[src/rtl/input_event_regs.sv]
// Bus-mapped input peripheral: samples debounced switches/buttons, detects edges,
// auto-repeats held buttons, keeps sticky W1C event flags and drives a maskable level irq.
module input_event_regs #(
  parameter int HOLD_CYCLES   = 25_000_000,
  parameter int REPEAT_CYCLES = 5_000_000,
  parameter int CNT_W         = 25
) (
  input  logic        clk,
  input  logic        rst_n,
  input  logic [15:0] switch_buf,
  input  logic [3:0]  btn_y_buf,
  input  logic [3:0]  bus_addr,
  input  logic        bus_ren,
  input  logic        bus_wen,
  input  logic [31:0] bus_wdata,
  output logic [31:0] bus_rdata,
  output logic        bus_ack,
  output logic [3:0]  btn_press_o,
  output logic        irq
);

  localparam logic [CNT_W-1:0] HOLD_LAST   = CNT_W'(HOLD_CYCLES - 1);
  localparam logic [CNT_W-1:0] REPEAT_LAST = CNT_W'(REPEAT_CYCLES - 1);

  localparam logic [1:0] REG_SW   = 2'd0;
  localparam logic [1:0] REG_BTN  = 2'd1;
  localparam logic [1:0] REG_EVT  = 2'd2;
  localparam logic [1:0] REG_CTRL = 2'd3;

  typedef enum logic [1:0] {
    ST_IDLE,
    ST_HOLD,
    ST_REPEAT
  } rpt_state_e;

  logic [3:0]  btn_q, btn_prev;
  logic [15:0] sw_q, sw_prev;
  logic [8:0]  evt;
  logic [8:0]  ie;
  logic        repeat_en;

  logic [3:0]  press;
  logic [3:0]  release_ev;
  logic        swchg;
  logic [3:0]  press_pulse;
  logic [8:0]  evt_set;
  logic [8:0]  evt_clr;
  logic        ctrl_wr;
  logic [31:0] rd_mux;

  assign press      = btn_q & ~btn_prev;
  assign release_ev = ~btn_q & btn_prev;
  assign swchg      = |(sw_q ^ sw_prev);

  // Per-button auto-repeat engine; buttons never interact.
  for (genvar i = 0; i < 4; i++) begin : g_btn
    rpt_state_e       state_q, state_d;
    logic [CNT_W-1:0] cnt_q, cnt_d;
    logic             pulse;

    // NOTE: asynchronous reset clears every flop, so state and counter restart from IDLE/0.
    always_ff @(posedge clk or negedge rst_n) begin
      if (!rst_n) begin
        state_q <= ST_IDLE;
        cnt_q   <= '0;
      end else begin
        // NOTE: sequential state uses non-blocking assignments only.
        state_q <= state_d;
        cnt_q   <= cnt_d;
      end
    end

    always_comb begin
      // NOTE: every output of this block gets a default first, so no latch can be inferred.
      state_d = state_q;
      cnt_d   = cnt_q;
      pulse   = 1'b0;
      if (!btn_q[i]) begin
        state_d = ST_IDLE;
        cnt_d   = '0;
      end else begin
        case (state_q)
          ST_IDLE: begin
            cnt_d = '0;
            if (press[i]) begin
              state_d = ST_HOLD;
              pulse   = 1'b1;
            end
          end
          ST_HOLD: begin
            if (cnt_q == HOLD_LAST) begin
              // Without REPEAT_EN the counter parks here, ready to fire once re-enabled.
              if (repeat_en) begin
                state_d = ST_REPEAT;
                cnt_d   = '0;
                pulse   = 1'b1;
              end
            end else begin
              cnt_d = cnt_q + 1'b1;
            end
          end
          ST_REPEAT: begin
            if (!repeat_en) begin
              state_d = ST_HOLD;
              cnt_d   = HOLD_LAST;
            end else if (cnt_q == REPEAT_LAST) begin
              cnt_d = '0;
              pulse = 1'b1;
            end else begin
              cnt_d = cnt_q + 1'b1;
            end
          end
          default: begin
            state_d = ST_IDLE;
            cnt_d   = '0;
          end
        endcase
      end
    end

    assign press_pulse[i] = pulse;
  end

  assign btn_press_o = press_pulse;
  assign evt_set     = {swchg, release_ev, press_pulse};
  assign evt_clr     = (bus_wen && bus_addr[3:2] == REG_EVT) ? bus_wdata[8:0] : 9'd0;
  assign ctrl_wr     = bus_wen && bus_addr[3:2] == REG_CTRL;

  always_comb begin
    rd_mux = '0;
    case (bus_addr[3:2])
      REG_SW:   rd_mux = {16'd0, sw_q};
      REG_BTN:  rd_mux = {28'd0, btn_q};
      REG_EVT:  rd_mux = {23'd0, evt};
      REG_CTRL: rd_mux = {15'd0, repeat_en, 7'd0, ie};
      default:  rd_mux = '0;
    endcase
  end

  always_ff @(posedge clk or negedge rst_n) begin
    if (!rst_n) begin
      btn_q     <= '0;
      btn_prev  <= '0;
      sw_q      <= '0;
      sw_prev   <= '0;
      evt       <= '0;
      ie        <= '0;
      repeat_en <= 1'b0;
      irq       <= 1'b0;
      bus_ack   <= 1'b0;
      bus_rdata <= '0;
    end else begin
      btn_q    <= btn_y_buf;
      btn_prev <= btn_q;
      sw_q     <= switch_buf;
      sw_prev  <= sw_q;
      // A new event in the same cycle as its clear keeps the flag set.
      evt      <= (evt & ~evt_clr) | evt_set;
      if (ctrl_wr) begin
        ie        <= bus_wdata[8:0];
        repeat_en <= bus_wdata[16];
      end
      irq       <= |(evt & ie);
      bus_ack   <= bus_ren | bus_wen;
      // A combined read+write strobe acts as a write and returns zero data.
      bus_rdata <= (bus_ren && !bus_wen) ? rd_mux : 32'd0;
    end
  end

  logic unused_bits;
  assign unused_bits = ^{bus_addr[1:0], bus_wdata[31:17], bus_wdata[15:9]};

endmodule

[config.mk]
export PLATFORM = sky130hd
export DESIGN_NAME = input_event_regs
export DESIGN_NICKNAME = d
export VERILOG_FILES = /design/src/rtl/input_event_regs.sv
export SDC_FILE = /design/constraint.sdc
export NUM_CORES = 1
export LEC_CHECK = 0
export ABC_AREA = 1
export BUFFER_PORTS_ARGS = -buffer_cell sky130_fd_sc_hd__buf_4
export CORE_ASPECT_RATIO = 0.6
export CORE_UTILIZATION = 50
export CTS_CLUSTER_SIZE = 25
export DETAILED_ROUTE_END_ITERATION = 8
export GPL_TIMING_DRIVEN = 1
export PLACE_DENSITY = 0.69
export SLEW_MARGIN = 0
export SYNTH_ARGS = -nofsm -noshare
export SYNTH_HDL_FRONTEND = slang
export SYNTH_SLANG_ARGS = --single-unit
[constraint.sdc]
create_clock -name clk -period 4.95 [get_ports clk]
set_input_delay 0.7425 -clock clk [delete_from_list [all_inputs] [get_ports clk]]
set_output_delay 0.7425 -clock clk [all_outputs]
set_load 0.02 [all_outputs]
Word level (Yosys, flattened, before mapping)

Index checks and enable logic that the tools add are counted.

$add $sub $neg: 4
Equality and inequality tests: 39
Mux-type cells: 67
Bitwise gates (word level): 10
Reduce and logical (&&, ||, !) cells: 15

Operators by type and width:

| kind                  | count |
|---|---|
| $mux 25               | 17 |
| $pmux 25 s2           | 4 |
| $pmux 32 s4           | 1 |
| $add 25x1->25 const B | 4 |
| $eq 25x23->1 const B  | 4 |
| $eq 25x25->1 const B  | 4 |
| $ne 3x3->1 const B    | 16 |
| $mux 32               | 1 |
| $mux 2                | 14 |
| $pmux 2 s3            | 4 |
| $mux 1                | 21 |
| $and 9x9->9           | 2 |
| $ne 4x4->1 const B    | 4 |
| $reduce_and 4->1      | 4 |
| $reduce_or 16->1      | 1 |
| $xor 16x16->16        | 1 |
| $eq 2x2->1 const B    | 6 |
| $pmux 1 s3            | 4 |
| $eq 2x1->1 const B    | 5 |
| $logic_not 2->1       | 5 |
| $mux 9                | 1 |
| $not 9->9             | 1 |
| $or 9x9->9            | 1 |
| $reduce_or 9->1       | 1 |
| 5 further kinds       | 9 |

Register bits: 201
Input port bits: 60
Output and inout port bits: 38
Logic and storage cells: 153

Logic depth before layout (Yosys ltp)

Depth in word-level cells: 6
Gate-level depth with buffers: 12

Worst setup path after synthesis

OpenSTA, ideal clock, no wires.

Kind: register -> output
Start: register g_btn[3].cnt_q[0]
End: output port btn_press_o[3]
Arrival: 1.559 ns
Setup slack: 2.649 ns
Stages on the path, launching flop included: 13
Cell sequence: dfrtp_1 ha_1 nand3_2 nor2_2 nand2_1 nor2_1 nand2_1 nand2_2 nand3b_1 nand2_1 nand2_1 inv_1 buf_4

Word-level cells in the longest chain between the ends: 5

RTL lines:

| element                  | line | text |
|---|---|---|
| start: declaration       | 58   | `logic [CNT_W-1:0] cnt_q, cnt_d;` |
| start signal: assignment | 69   | `cnt_q <= cnt_d;` |
| $eq 25x23->1             | 106  | `end else if (cnt_q == REPEAT_LAST) begin` |
| $mux 1                   | 106  |  |
| $mux 1                   | 103  | `if (!repeat_en) begin` |
| $pmux 1 s3 (*)           | 82   | `case (state_q)` |
| $mux 1 (*)               | 78   | `if (!btn_q[i]) begin` |
| end: declaration         | 18   | `output logic [3:0] btn_press_o,` |

Every way passes the cells marked *; elsewhere a longest branch is shown, timed or not.

Final worst setup path

Ends and elaborated chain as after synthesis.

==> impl_metrics.json <==
{
  "synth_top_area_share_pct": 41.2,
  "grt_pass1_wl_mm": 47.0,
  "tightestPinTransition_ns": 0.976,
  "io_buffer_count": 58,
  "synth_area_mm2": 0.0113,
  "maxCapViolCount": 0,
  "yosys-top-cells-area": "dfrtp_1, nand2_1, nor2_1, nand3_1, inv_1",
  "power_density_mw_per_mm2": 337,
  "area_growth_syn_to_layout_pct": 10.9,
  "finalHoldViolations": 0,
  "cts.reportedPaths.clkPinSlew_ns": 0.08,
  "antenna_left": 0,
  "layout_common_cells": "nand2_1, dfrtp_1, nor2_1, inv_1, nand3_1",
  "die_area_mm2": 0.0232,
  "clk_latency_ns": 0.45,
  "worstHoldPathType": "in2async",
  "slew_headroom_pct": 34.7,
  "wirelength_mm": 28.6,
  "cts_buffers": 17,
  "dp.final_hpwl_mm": 21.5,
  "regArea_mm2": 0.00465,
  "critPathLaunchType": "flop",
  "rows": 42,
  "crit_path_end_kind": "output pin",
  "design.core.area_mm2": 0.0221,
  "grt_max_degree": 109,
  "yosysWarningCount": 0,
  "synth_edf_count": 0,
  "multi_input_area_mm2": 0.00573,
  "die_h_um": 118,
  "required_ns": 4.21,
  "fill_cells": 2081,
  "cts-resized-gates": 0,
  "first_pass_iters": 5,
  "place.gp.congestion": 0.951,
  "crit_fanout": 4,
  "skew_ns": 0.0135,
  "grt_antenna_before_repair": 0,
  "wl_per_cell_um": 15.1,
  "post-route-min-period_ns": 3.10,
  "status": "finished, final reports clean",
  "cts_tree": "yes",
  "grt_pass1_vias": 8790,
  "syn-instance-count": 1521,
  "ys_seq_area_share_pct": 41.2,
  "drt_iter0_drc": 1066,
  "grt.total_usage_pct": 25.8,
  "post-route-period-util_pct": 62.6,
  "cts_sinks": 186,
  "ff2ff_setup_slack_ns": 2.21,
  "avgViaCountPerCell": 5.22,
  "h-tree-depth": 4,
  "fmax_mhz": 323,
  "power_mw": 4.22,
  "drive_gt1_share_pct": 12.1,
  "drt_drc_violations_left": 0,
  "dieWidth_um": 196,
  "ir_worst_vdd_mv": 0.273,
  "synth_seq_cells": 186,
  "rsz0062_at_grt": "false",
  "synth_top_area_cell": "dfrtp_1",
  "ys_types": 51,
  "ioPinCount": 98,
  "yosys_most_used_dff": "dfrtp_1",
  "mostFrequentLayoutCell": "nand2_1",
  "crit_type": "reg2out",
  "tns_ns": 0,
  "root_buffer": "clkbuf_16",
  "initial_core_util_pct": 51.1,
  "cts_setup_buffers": 0,
  "worstPathArrival_ns": 2.35,
  "n_antenna_cell": 0,
  "total_leakage_power_nw": 6.19,
  "holdBufCountCts": 0,
  "grt-ovfl-total": 0,
  "async_reset_ff_share_pct": 100,
  "clock_path_buffers": 2,
  "nets": 1655,
  "syn_area_per_cell_um2": 7.43,
  "setup_viol": 0,
  "num_vias": 9878,
  "report.final.slew_viol_count": 0
}
layer usage:
layer | up-vias | routed length (um) | GRT usage [%]
met2 | 358 | 10500 | 31.2
met1 | 4537 | 15600 | 44.8
li1 | 4966 | - | -
met4 | 0 | 197 | 4.88
met3 | 17 | 2350 | 5.37
met5 | - | 0 | 0
where the power goes:
group	internal [mW]	switching [mW]	total [mW]
logic	0.324	0.758	1.08
registers	1.62	0.119	1.74
clock network	0.689	0.704	1.39
worst max-delay path, cell delays in order (launching register included):
cell      delay [ns]
dfrtp_1         0.41
ha_1            0.27
nand3_2         0.16
nor2_2          0.21
nand2_1         0.09
nor2_1          0.10
nand2_1         0.11
nand2_2         0.14
nand3b_1        0.10
nand2_1         0.06
nand2_1         0.06
inv_1           0.06
buf_4           0.13
layout make-up:
type                       instances  area share [%]
timing repair buffer              60            3.74
clock inverter                    15            1.52
sequential                       186            37.1
tap                              308            3.08
multi-input combinational       1127            45.7
clock buffer                      17            3.39
inverter                         180            5.39
worst paths after layout:
check / start / depth (start not counted) / endpoint
hold / removal: rst_n / 1 / g_btn[1].cnt_q[0]
min in group clk: sw_q[7] / 0 / sw_prev[7]
max in group asynchronous: rst_n / 2 / sw_q[1]
setup reg to reg: repeat_en / 5 / g_btn[3].cnt_q[12]
setup / recovery: g_btn[3].cnt_q[0] / 12 / btn_press_o[3]
hold reg to reg: sw_q[7] / 0 / sw_prev[7]
per-stage QoR:
step	instances	setup WS [ns]	hold WS (ns)	cell area, um2	utilization (%)
floorplan	1535	2.65	0.349	11400	-
global placement	1861	2.27	0.361	11900	53.9
detailed placement	1861	2.26	0.371	11900	53.9
CTS	1893	1.86	0.381	12500	56.6
global route	1893	1.62	0.382	12500	56.6
finish	1893	1.85	0.359	12500	56.6
Yosys cell counts (5+ instances only):
cell	number
nand2_1	415
dfrtp_1	186
nor2_1	184
inv_1	163
nand3_1	129
a21oi_1	59
o21ai_0	49
nor3_1	36
nand4_1	30
xor2_1	30
ha_1	23
buf_4	20
o21ai_1	19
nand3_2	16
xnor2_1	16
inv_2	15
nand2_2	14
nor2_2	13
buf_2	10
nand3b_1	10
o21ai_2	9
or2_2	8
a221oi_1	7
buf_6	5
clkbuf_1	5
nand2_4	5
nand3_4	5
state kept, by name, indices dropped and copies added, names as in the netlist:
name,cells
sw_q,16
g_btn.cnt_q,100
btn_q,4
bus_rdata,17
evt,9
sw_prev,16
irq,1
ie,9
btn_prev,4
repeat_en,1
bus_ack,1
g_btn.state_q,8
cell families (layout without fill, tap and decap cells):
group / after synthesis / in the layout / synth area share [%]
and+or+nand+nor: 883 / 883 / 36.1
buffers and inverters: 222 / 272 / 8.59
DFF: 186 / 186 / 41.2
AOI/OAI and AO/OA: 159 / 159 / 7.90
xor gates and xnor gates: 46 / 46 / 3.56
adders and majority gates: 23 / 23 / 2.55
other: 1 / 15 / 0.0332
muxes: 1 / 1 / 0.0996
Power figures use the tool's default switching activity.
